File: src/rtl/store_unit_pkg.sv
// Shared types for the sub-word store path: store sizes, FSM states, lane widths.
// Also holds the size-normalisation and misalignment helper functions.
package store_unit_pkg;

    localparam int XLEN   = 32;
    localparam int BYTE_W = 8;
    localparam int HALF_W = 16;

    typedef enum logic [1:0] {
        SZ_SB = 2'd0,
        SZ_SH = 2'd1,
        SZ_SW = 2'd2
    } store_size_e;

    typedef enum logic [1:0] {
        ST_IDLE  = 2'd0,
        ST_READ  = 2'd1,
        ST_WRITE = 2'd2,
        ST_ERR   = 2'd3
    } store_state_e;

    // funct3[1:0] == 3 has no store encoding of its own and is handled as a word store.
    function automatic store_size_e norm_size(input logic [1:0] raw);
        store_size_e sz;
        case (raw)
            2'd0:    sz = SZ_SB;
            2'd1:    sz = SZ_SH;
            default: sz = SZ_SW;
        endcase
        return sz;
    endfunction

    function automatic logic is_misaligned(input store_size_e sz, input logic [1:0] lo);
        logic mis;
        case (sz)
            SZ_SB:   mis = 1'b0;
            SZ_SH:   mis = lo[0];
            default: mis = (lo != 2'b00);
        endcase
        return mis;
    endfunction

endpackage

File: src/rtl/store_unit_if.sv
// Datapath store request plus data-memory write port, bundled for store_unit.
// slave = store_unit side; master = core/memory side.
interface store_unit_if;
    import store_unit_pkg::*;

    logic            req;
    logic [1:0]      size;
    logic [XLEN-1:0] addr;
    logic [XLEN-1:0] wdata;
    logic            busy;
    logic            done;
    logic            err;
    logic [XLEN-1:0] mem_addr;
    logic            mem_we;
    logic [XLEN-1:0] mem_wd;
    logic [XLEN-1:0] mem_rd;

    modport master (
        output req, size, addr, wdata, mem_rd,
        input  busy, done, err, mem_addr, mem_we, mem_wd
    );

    modport slave (
        input  req, size, addr, wdata, mem_rd,
        output busy, done, err, mem_addr, mem_we, mem_wd
    );

endinterface

File: src/rtl/store_unit_merge.sv
// store_merge: combinational little-endian lane merge of store data into the
// word previously read from memory.
module store_merge
    import store_unit_pkg::*;
(
    input  logic [XLEN-1:0] i_rd_q,
    input  logic [XLEN-1:0] i_wdata_q,
    input  store_size_e     i_size_q,
    input  logic [1:0]      i_addr_q,
    output logic [XLEN-1:0] o_mem_wd
);

    logic [4:0] w_byte_shift;
    logic [4:0] w_half_shift;

    // Halfword lane ignores addr[0] so an unaligned SH still lands on an aligned lane.
    assign w_byte_shift = {i_addr_q, 3'b000};
    assign w_half_shift = {i_addr_q[1], 4'b0000};

    // Replace the addressed lane of the read word; word stores bypass the merge.
    always_comb begin
        o_mem_wd = i_rd_q;
        case (i_size_q)
            SZ_SB:   o_mem_wd[w_byte_shift +: BYTE_W] = i_wdata_q[BYTE_W-1:0];
            SZ_SH:   o_mem_wd[w_half_shift +: HALF_W] = i_wdata_q[HALF_W-1:0];
            default: o_mem_wd = i_wdata_q;
        endcase
    end

endmodule

File: src/rtl/store_unit.sv
// store_unit: sb/sh/sw into a word-wide memory without byte enables, using
// read-modify-write for sub-word stores. Optional macro STORE_MISALIGN_ERR_EN adds a misaligned-store trap.
module store_unit
    import store_unit_pkg::*;
(
    input  logic        clk,
    input  logic        rst,
    store_unit_if.slave bus
);

    store_state_e    r_state;
    store_size_e     r_size;
    logic [XLEN-1:0] r_addr;
    logic [XLEN-1:0] r_wdata;
    logic [XLEN-1:0] r_rd;
    logic            r_busy;
    logic            r_done;
    logic            r_we;
    store_size_e     w_req_size;
    logic [XLEN-1:0] w_mem_wd;

    assign w_req_size = norm_size(bus.size);

`ifdef STORE_MISALIGN_ERR_EN
    logic r_err;
    logic w_req_misaligned;
    assign w_req_misaligned = is_misaligned(w_req_size, bus.addr[1:0]);
`endif

    // Control FSM; busy/done/err/we are registered next to the state they decode.
    always_ff @(posedge clk) begin
        if (rst) begin
            r_state <= ST_IDLE;
            r_size  <= SZ_SB;
            r_addr  <= 32'd0;
            r_wdata <= 32'd0;
            r_rd    <= 32'd0;
            r_busy  <= 1'b0;
            r_done  <= 1'b0;
            r_we    <= 1'b0;
`ifdef STORE_MISALIGN_ERR_EN
            r_err   <= 1'b0;
`endif
        end else begin
            r_done <= 1'b0;
            r_we   <= 1'b0;
`ifdef STORE_MISALIGN_ERR_EN
            r_err  <= 1'b0;
`endif
            case (r_state)
                ST_IDLE: begin
                    if (bus.req) begin
                        r_addr  <= bus.addr;
                        r_size  <= w_req_size;
                        r_wdata <= bus.wdata;
                        r_busy  <= 1'b1;
`ifdef STORE_MISALIGN_ERR_EN
                        if (w_req_misaligned) begin
                            r_state <= ST_ERR;
                            r_err   <= 1'b1;
                        end else
`endif
                        if (w_req_size == SZ_SW) begin
                            r_state <= ST_WRITE;
                            r_done  <= 1'b1;
                            r_we    <= 1'b1;
                        end else begin
                            r_state <= ST_READ;
                        end
                    end else begin
                        r_state <= ST_IDLE;
                        r_busy  <= 1'b0;
                    end
                end
                ST_READ: begin
                    r_rd    <= bus.mem_rd;
                    r_state <= ST_WRITE;
                    r_done  <= 1'b1;
                    r_we    <= 1'b1;
                end
                ST_WRITE: begin
                    r_state <= ST_IDLE;
                    r_busy  <= 1'b0;
                end
`ifdef STORE_MISALIGN_ERR_EN
                ST_ERR: begin
                    r_state <= ST_IDLE;
                    r_busy  <= 1'b0;
                end
`endif
                default: begin
                    r_state <= ST_IDLE;
                    r_busy  <= 1'b0;
                end
            endcase
        end
    end

    store_merge u_merge (
        .i_rd_q    (r_rd),
        .i_wdata_q (r_wdata),
        .i_size_q  (r_size),
        .i_addr_q  (r_addr[1:0]),
        .o_mem_wd  (w_mem_wd)
    );

    // Reset gates the write combinationally so a store caught in WRITE never lands.
    assign bus.mem_we   = r_we & ~rst;
    assign bus.mem_wd   = w_mem_wd;
    assign bus.mem_addr = {r_addr[XLEN-1:2], 2'b00};
    assign bus.busy     = r_busy;
    assign bus.done     = r_done;
`ifdef STORE_MISALIGN_ERR_EN
    assign bus.err      = r_err;
`else
    assign bus.err      = 1'b0;
`endif

endmodule

File: src/flat_wrapper.sv
// flat-port wrapper written by rule: the top's interface ports become plain ports
module store_unit_flat import store_unit_pkg::*;
  (clk, rst, bus_req, bus_size, bus_addr, bus_wdata, bus_mem_rd, bus_busy, bus_done, bus_err, bus_mem_addr, bus_mem_we, bus_mem_wd);
  store_unit_if bus_i ();
  input  logic clk;
  input  logic rst;
  input wire logic [$bits(bus_i.req)-1:0] bus_req;
  input wire logic [$bits(bus_i.size)-1:0] bus_size;
  input wire logic [$bits(bus_i.addr)-1:0] bus_addr;
  input wire logic [$bits(bus_i.wdata)-1:0] bus_wdata;
  input wire logic [$bits(bus_i.mem_rd)-1:0] bus_mem_rd;
  output wire logic [$bits(bus_i.busy)-1:0] bus_busy;
  output wire logic [$bits(bus_i.done)-1:0] bus_done;
  output wire logic [$bits(bus_i.err)-1:0] bus_err;
  output wire logic [$bits(bus_i.mem_addr)-1:0] bus_mem_addr;
  output wire logic [$bits(bus_i.mem_we)-1:0] bus_mem_we;
  output wire logic [$bits(bus_i.mem_wd)-1:0] bus_mem_wd;
  assign bus_i.req = bus_req;
  assign bus_i.size = bus_size;
  assign bus_i.addr = bus_addr;
  assign bus_i.wdata = bus_wdata;
  assign bus_i.mem_rd = bus_mem_rd;
  assign bus_busy = bus_i.busy;
  assign bus_done = bus_i.done;
  assign bus_err = bus_i.err;
  assign bus_mem_addr = bus_i.mem_addr;
  assign bus_mem_we = bus_i.mem_we;
  assign bus_mem_wd = bus_i.mem_wd;
  store_unit u_core (.clk(clk), .rst(rst), .bus(bus_i));
endmodule
File: config.mk
export PLATFORM = sky130hd
export DESIGN_NAME = store_unit_flat
export DESIGN_NICKNAME = d
export VERILOG_FILES = /design/src/rtl/store_unit_pkg.sv /design/src/rtl/store_unit_if.sv /design/src/rtl/store_unit_merge.sv /design/src/rtl/store_unit.sv /design/src/flat_wrapper.sv
export SDC_FILE = /design/constraint.sdc
export NUM_CORES = 1
export LEC_CHECK = 0
export ABC_CLOCK_PERIOD_IN_PS = 4880
export CORE_MARGIN = 1.5
export CORE_UTILIZATION = 40
export CTS_BUF_LIST = sky130_fd_sc_hd__clkbuf_4 sky130_fd_sc_hd__clkbuf_8 sky130_fd_sc_hd__clkbuf_16
export DETAILED_ROUTE_END_ITERATION = 8
export PLACE_DENSITY = 0.77
export SLEW_MARGIN = 10
export SYNTH_ARGS = -nofsm -noshare
export SYNTH_HDL_FRONTEND = slang
export SYNTH_SLANG_ARGS = --single-unit
File: constraint.sdc
create_clock -name clk -period 4.88 [get_ports clk]
set_input_delay 0.732 -clock clk [delete_from_list [all_inputs] [get_ports clk]]
set_output_delay 0.732 -clock clk [all_outputs]
set_load 0.03 [all_outputs]
==> results.yml, run 1 <==
status:
  status: "complete, no violations"
final_layout:
  diodes: 0
  final_nets: 840
  postLayoutCoreUtil_pct: 56.6
  drive_above_1_share_pct: 5.55
  final_area_um2: 6550
  area_growth_pct: 35.8
sta:
  min_period_over_period_pct: 82.4
  grt_setup_unrepaired: "no"
  setup_tns_ns: 0
  finalHoldViolations: 0
  finClkSkew_ns: 0.00643
  relSlewSlack_pct: 21.5
  whs_ns: 0.455
  min_period_ns: 4.02
  report.final.slew_viol_count: 0
  fmax_ghz: 0.249
  worst_slew_pin_slew_ns: 1.18
  setup_violations: 0
worst_setup_path:
  cp_slowest_stage_delay_ns: 0.80
  critical_path_buf_inv_count: 2
  critPathCaptureType: "output pin"
  worstSetupPathType: "register to output pin"
  crit_family: "simple AND/OR/NAND/NOR gates"
  crit_chain: "buf_4 > ha_1 > nor3b_1 > nand3_1 > nand2_1 > clkdlybuf4s50_1"
  cp.required_ns: 4.15
  cp-start-kind: "register"
  worstPathMaxFanout: 14
  arrival_ns: 3.29
  critPathSlowestCell: "nor3b_1"
global_routing:
  track_usage_pct: 22.4
  antenna_found_initial: 0
  grt_pass1_vias: 4601
  grt_pass1_wl_um: 22600
  grt_overflow: 0
  grt_max_degree: 102
placement:
  placed_area_um2: 6240
  port_buffers: 165
  finalWeightedCongestion: 0.859
  dp_hpwl_um: 10200
route:
  remaining_drc_errors: 0
  avgViaCountPerCell: 5.34
  drtIter0Drc: 335
  routed_wl_um: 14500
  detail-route-antenna-nets: 0
  num_vias: 4707
  wire_per_inst_um: 16.4
  firstDrtPassIters: 6
die:
  rows: 39
  fp.dieW_um: 113
  fp.dieArea_um2: 12700
  initial_core_util_pct: 41.7
  core_um2: 11600
  die_h_um: 113
  io-pin-count: 169
synthesis:
  synth_edf_count: 0
  synth_seq_area_share_pct: 41.9
  netlist_instances: 630
  synth.ff_latch_count: 101
  synth.avg_cell_area_um2: 7.65
  synth.distinct_cells: 34
  netlist_area_um2: 4820
  yosysWarnings: 0
  synth-main-ff-cell: "dfxtp_1"
  synth-async-reset-ratio_pct: 0
cts:
  cts_buffer_depth: 2
  cts-root-buf: "clkbuf_16"
  numCtsBuffers: 9
  hold_buffers: 0
  clk_pin_slew_ns: 0.07
  cts.sinks: 101
  tritoncts: "yes"
  cts_resized: 0
  htreeDepth: 3
  clock_latency_ns: 0.34
  post-cts-setup-buffer-count: 0
power:
  finalPower_mw: 2.07
  peakVddDrop_uv: 187
  p_leak_nw: 2.34
  cellPowerDensity_nw_per_um2: 316
min_path:
  hold_class: "register to register"
flow_run:
  max_cap_viol_count: 0
[tightest hold or removal path: stages (launching register included)]
cell and delay, ns:
dfxtp_1 0.31, nand2_1 0.05, a21oi_1 0.05
[state kept, by name (all words and copies together) (netlist names)]
name / flops
u_core.r_wdata: 32
u_core.r_state: 2
u_core.r_rd: 32
u_core.r_addr: 32
u_core.bus.busy: 1
u_core.r_size: 2
[report_power, final]
| part | internal, mW | switching [mW] | total [mW] |
|---|---|---|---|
| Combinational | 0.191 | 0.225 | 0.417 |
| Clock | 0.427 | 0.314 | 0.741 |
| Sequential | 0.868 | 0.0423 | 0.910 |
[layout by cell type (no fill, tap or decap), types with 9 or more instances in the layout]
cell,count
mux2i_1,9
a21oi_1,107
nor4b_1,9
clkdlybuf4s50_1,164
nand2_1,211
dfxtp_1,101
nand3_1,16
inv_1,19
clkbuf_16,9
[per-stage QoR]
stage | std cells | setup slack (ns)
final | 882 | 0.856
after global routing | 882 | 0.615
after CTS | 882 | 0.895
after detailed placement | 866 | 1.26
after global placement | 866 | 1.37
after floorplan | 632 | 1.69
[layer usage]
metal  share of wire [%]  GRT usage (%)  vias up
li1                    -              -     2293
met1                  40           25.7     2157
met2                  47           37.7      214
met3                 9.4           7.12       43
met4                 4.3           11.2        0
met5                   0              0        -
[logic make-up (layout without fill, tap and decap cells)]
group           after synthesis  count (layout)  synth area share, %
simple gates                258             258                 23.3
compound gates              148             148                 18.1
flops                       101             101                 41.9
buf+inv                     100             207                 11.5
mux                          17              17                 3.74
fa+ha+maj                     5               5                 1.30
other cells                   1               3               0.0778
[final timing paths]
kind	from	endpoint	slack [ns]	cells after the start
max	u_core.r_addr[1]$_SDFFE_PP0P_	bus_mem_wd[18]	0.86	6
min	u_core.r_wdata[27]$_SDFFE_PP0P_	u_core.r_wdata[27]$_SDFFE_PP0P_	0.45	2
max reg2reg	u_core.r_state[1]$_SDFF_PP0_	u_core.r_addr[1]$_SDFFE_PP0P_	2.82	4
min reg2reg	u_core.r_wdata[27]$_SDFFE_PP0P_	u_core.r_wdata[27]$_SDFFE_PP0P_	0.45	2
[Yosys cell counts (3+ instances only)]
cell type    n  area (um2)
inv_1       19        71.3
buf_2       17        85.1
nand2_1    211         792
mux2_2       8        90.1
nor3_1       3        15.0
o221ai_1     8        70.1
o21ai_0      8        40.0
a221oi_1     8        70.1
nor2b_1      6        37.5
nor4b_1      9        78.8
a22o_1       8        70.1
dfxtp_1    101        2020
mux2i_1      9        90.1
a21oi_1    107         536
buf_6        4        45.0
buf_1        4        15.0
clkbuf_1    22        82.6
buf_4       34         255
ha_1         5        62.6
nand3_1     16        80.1
a222oi_1     8        80.1
[cell type report]
type / instances / area [um2]
multi-input combinational: 431 / 2260
sequential: 101 / 2020
tap: 143 / 179
timing repair buffer: 172 / 1700
clock inverter: 5 / 57.6
clock buffer: 11 / 253
fill: 1068 / 5020
inverter: 19 / 71.3
No activity file was read; power rests on OpenSTA's default activity.
==> run 2: changes to the inputs <==
ABC_CLOCK_PERIOD_IN_PS = 3440   (was 4880)
PLACE_DENSITY = 0.8   (was 0.77)
clock period = 3.44 ns   (was 4.88 ns; I/O delays follow)
==> results.yml, run 2 (synthesis results as in run 1) <==
worst_setup_path:
  worstPathMaxFanout: 20
  worstSetupPathType: "register to output pin"
  r2r_end: "u_core.r_size[1]$_SDFFE_PP0P_"
  cp-start-kind: "register"
  reg2reg_from: "u_core.r_state[1]$_SDFF_PP0_"
  arrival_ns: 2.69
  cp.required_ns: 2.92
  worstRegToRegCells: 4
  r2r_slack_ns: 1.46
  critPathCaptureType: "output pin"
sta:
  finClkSkew_ns: 0.00410
  finalHoldViolations: 0
  postLayoutSetupSlackWorst_ns: 0.235
  report.final.slew_viol_count: 0
  relSlewSlack_pct: 30.3
  min_period_over_period_pct: 93.2
  grt_setup_unrepaired: "no"
  setup_tns_ns: 0
  fmax_ghz: 0.312
  setup_violations: 0
  min_period_ns: 3.21
  whs_ns: 0.454
  worst_slew_pin_slew_ns: 1.05
placement:
  port_buffers: 165
  finalWeightedCongestion: 0.855
  placed_area_um2: 6360
  placed_cells: 875
  place_worst_setup_slack_ns: 0.464
  dp_hpwl_um: 10500
power:
  p_leak_nw: 2.46
  finalPower_mw: 2.87
  peakVddDrop_uv: 255
  cellPowerDensity_nw_per_um2: 432
final_layout:
  postLayoutCoreUtil_pct: 57.5
  final_nets: 849
  top_regs: "u_core.r_addr (32), u_core.r_rd (32), u_core.r_wdata (32)"
  layout_commonest_cell: "nand2_1"
  diodes: 0
  final_area_um2: 6660
  drive_above_1_share_pct: 8.85
  final_cell_mix: "nand2_1 (211), clkdlybuf4s50_1 (146), a21oi_1 (107)"
  layout.cells.non_filler: 889
  area_growth_pct: 38.0
global_routing:
  grt_overflow: 0
  grt_pass1_wl_um: 22900
  grt_pass1_vias: 4584
  grt_max_degree: 102
  antenna_found_initial: 0
  track_usage_pct: 22.9
cts:
  numCtsBuffers: 9
  cts_buffer_depth: 2
  cts-root-buf: "clkbuf_16"
  clk_pin_slew_ns: 0.07
  tritoncts: "yes"
  post-cts-setup-buffer-count: 0
  clock_latency_ns: 0.34
  hold_buffers: 0
  htreeDepth: 3
  cts.sinks: 101
route:
  detail-route-antenna-nets: 0
  avgViaCountPerCell: 5.23
  wire_per_inst_um: 16.5
  remaining_drc_errors: 0
  firstDrtPassIters: 5
  drtIter0Drc: 353
  routed_wl_um: 14600
  num_vias: 4650
die:
  io-pin-count: 169
  initial_core_util_pct: 41.7
  die_h_um: 113
  fp.dieArea_um2: 12700
  core_um2: 11600
  fp.dieW_um: 113
  rows: 39
min_path:
  hp-start: "u_core.r_wdata[31]$_SDFFE_PP0P_"
  holdPathEnd: "u_core.r_wdata[31]$_SDFFE_PP0P_"
  hold_depth: 2
  hold_class: "register to register"
status:
  status: "complete, no violations"
flow_run:
  max_cap_viol_count: 0
run 2: area by class of cell:
class / count / area, um2
clock buffers: 13 / 268
clock inverters: 1 / 7.51
fillers: 1055 / 4910
inverters: 19 / 71.3
multi-input cells: 431 / 2270
flip-flops and latches: 101 / 2020
well taps: 143 / 179
repair buffers: 181 / 1830
run 2: what timing repair did:
action	4_1_cts	5_1_grt
gates resized for setup	0	5
endpoints found under the setup margin	0	16
endpoints found under the hold margin	0	0
run 2: metal layers:
layer / global-route usage, % / vias up / part of all wire, %
met1: 26.6 / 2157 / 41
li1: - / 2305 / -
met2: 39.6 / 172 / 49
met3: 7.07 / 16 / 8.4
met4: 8.61 / 0 / 1.5
met5: 0 / - / 0
run 2: how the worst max path moves through the flow:
| stage | depth (start not counted) | start | to |
|---|---|---|---|
| floorplan | 8 | u_core.r_addr[1]$_SDFFE_PP0P_ | bus_mem_wd[24] |
| global placement | 6 | u_core.r_addr[0]$_SDFFE_PP0P_ | bus_mem_wd[19] |
| detailed placement | 6 | u_core.r_addr[0]$_SDFFE_PP0P_ | bus_mem_wd[17] |
| CTS | 6 | u_core.r_addr[0]$_SDFFE_PP0P_ | bus_mem_wd[17] |
| global route | 7 | u_core.r_addr[1]$_SDFFE_PP0P_ | bus_mem_wd[23] |
| finish | 7 | u_core.r_addr[1]$_SDFFE_PP0P_ | bus_mem_wd[17] |
run 2: power breakdown:
part,switching (mW),internal (mW)
sequential,0.0572,1.23
combinational,0.330,0.300
clock,0.415,0.539
run 2: critical path: stages (launching register included):
cell	delay (ns)
dfxtp_1	0.36
buf_4	0.30
ha_1	0.41
nor3b_1	0.24
buf_4	0.19
nand3_1	0.09
nand2_1	0.09
clkdlybuf4s50_1	0.67
==> run 3: changes to the inputs <==
GPL_ROUTABILITY_DRIVEN = 0   (was unset)
SLEW_MARGIN = 20   (was 10)
==> results.yml, run 3 (synthesis results as in run 1) <==
placement:
  port_buffers: 165
  dp_hpwl_um: 10500
power:
  cellInternalPower_mw: 2.25
  p_sw_mw: 0.813
  p_sw_share_pct: 26.6
  p_leak_nw: 2.46
  clkPwrFrac_pct: 37.2
  peakVddDrop_uv: 265
  cellPowerDensity_nw_per_um2: 456
  seq_power_share_pct: 42.1
  comb_power_share_pct: 20.8
cts:
  tritoncts: "yes"
  cts-root-buf: "clkbuf_16"
  numCtsBuffers: 9
  cts.sinks: 101
  clk_pin_slew_ns: 0.07
  clock_latency_ns: 0.34
  cts_buffer_depth: 2
  htreeDepth: 3
sta:
  setup_violations: 0
  finalHoldViolations: 0
  worst_slew_pin_slew_ns: 1.05
  relSlewSlack_pct: 30.2
  finClkSkew_ns: 0.00692
  setup_tns_ns: 0
  min_period_ns: 3.21
  report.final.slew_viol_count: 0
  grt_setup_unrepaired: "no"
  min_period_over_period_pct: 93.3
  fmax_ghz: 0.312
final_layout:
  drive_above_1_share_pct: 9.10
  postLayoutCoreUtil_pct: 58.0
  diodes: 0
  final_cell_mix: "nand2_1 (211), clkdlybuf4s50_1 (148), a21oi_1 (107)"
  layout_commonest_cell: "nand2_1"
  top_regs: "u_core.r_addr (32), u_core.r_rd (32), u_core.r_wdata (32)"
  final_nets: 849
  area_growth_pct: 39.2
global_routing:
  grt-busiest-layer: "met2"
  antenna_found_initial: 1
  grt.met3_usage_pct: 6.86
  grtUsageMet1_pct: 25.7
  grt_max_degree: 102
  grt_pass1_wl_um: 23000
  grt_pass1_vias: 4737
  grt_overflow: 0
  grt_use_met2_pct: 40.2
  track_usage_pct: 22.9
die:
  core_um2: 11600
  rows: 39
  fp.dieArea_um2: 12700
  fp.dieW_um: 113
  initial_core_util_pct: 41.7
  io-pin-count: 169
  die_h_um: 113
worst_setup_path:
  cp.required_ns: 2.92
  cp-start-kind: "register"
  arrival_ns: 2.69
  worstSetupPathType: "register to output pin"
  worstPathMaxFanout: 17
  critPathCaptureType: "output pin"
min_path:
  hold_class: "register to register"
route:
  avgViaCountPerCell: 5.35
  num_vias: 4759
  wire_per_inst_um: 16.5
  routed_wl_um: 14700
  detail-route-antenna-nets: 0
  remaining_drc_errors: 0
  firstDrtPassIters: 5
  drtIter0Drc: 356
status:
  status: "complete, no violations"
flow_run:
  max_cap_viol_count: 0
[run 3: final cells by class]
type	count	area, um2
Clock inverter	5	100
Clock buffer	10	233
Sequential cell	101	2020
Inverter	19	71.3
Multi-Input combinational cell	431	2270
Fill cell	1088	4850
Tap cell	143	179
Timing Repair Buffer	181	1830
[run 3: repair_timing]
item,4_1_cts,5_1_grt
resized for setup,1,2
hold buffers,0,0
gates cloned,0,0
pin swaps,0,0
setup buffers,0,1
setup endpoints to repair,2,18
[run 3: final timing paths]
check,end,start,cells after the start,slack [ns]
max,bus_mem_wd[23],u_core.r_size[1]$_SDFFE_PP0P_,6,0.23
min,u_core.r_wdata[31]$_SDFFE_PP0P_,u_core.r_wdata[31]$_SDFFE_PP0P_,2,0.46
max reg2reg,u_core.r_wdata[24]$_SDFFE_PP0P_,u_core.r_state[1]$_SDFF_PP0_,4,1.46
min reg2reg,u_core.r_wdata[31]$_SDFFE_PP0P_,u_core.r_wdata[31]$_SDFFE_PP0P_,2,0.46
[run 3: power by group through the flow]
stage	Combinational, mW	Clock [mW]	Sequential [mW]
2_1_floorplan	0.370	0	1.29
3_3_place_gp	0.618	0	1.31
3_5_place_dp	0.632	0	1.31
4_1_cts	0.636	1.16	1.28
5_1_grt	0.683	1.21	1.29
6_report	0.636	1.14	1.29
[run 3: metrics by stage]
stage | hold WS [ns] | cell area, um2 | cells | setup WS [ns] | power (mW)
detailed placement | 0.447 | 6360 | 874 | 0.344 | 1.94
global placement | 0.441 | 6360 | 874 | 0.581 | 1.93
floorplan | 0.436 | 4830 | 632 | 0.461 | 1.66
global route | 0.472 | 6710 | 890 | 0.0855 | 3.18
finish | 0.455 | 6710 | 890 | 0.232 | 3.06
CTS | 0.456 | 6700 | 889 | 0.0508 | 3.08
[run 3: critical path: stages, from the launching register on]
cell	delay, ns
dfxtp_1	0.68
buf_4	0.32
nor2b_1	0.07
buf_4	0.19
a221oi_1	0.36
nand2_1	0.10
clkdlybuf4s50_1	0.62
[run 3: metal layers]
layer	share of wire [%]	wire, um
met1	39	5720
met4	3.0	442
met3	9.7	1430
met2	48	7090
met5	0.088	13
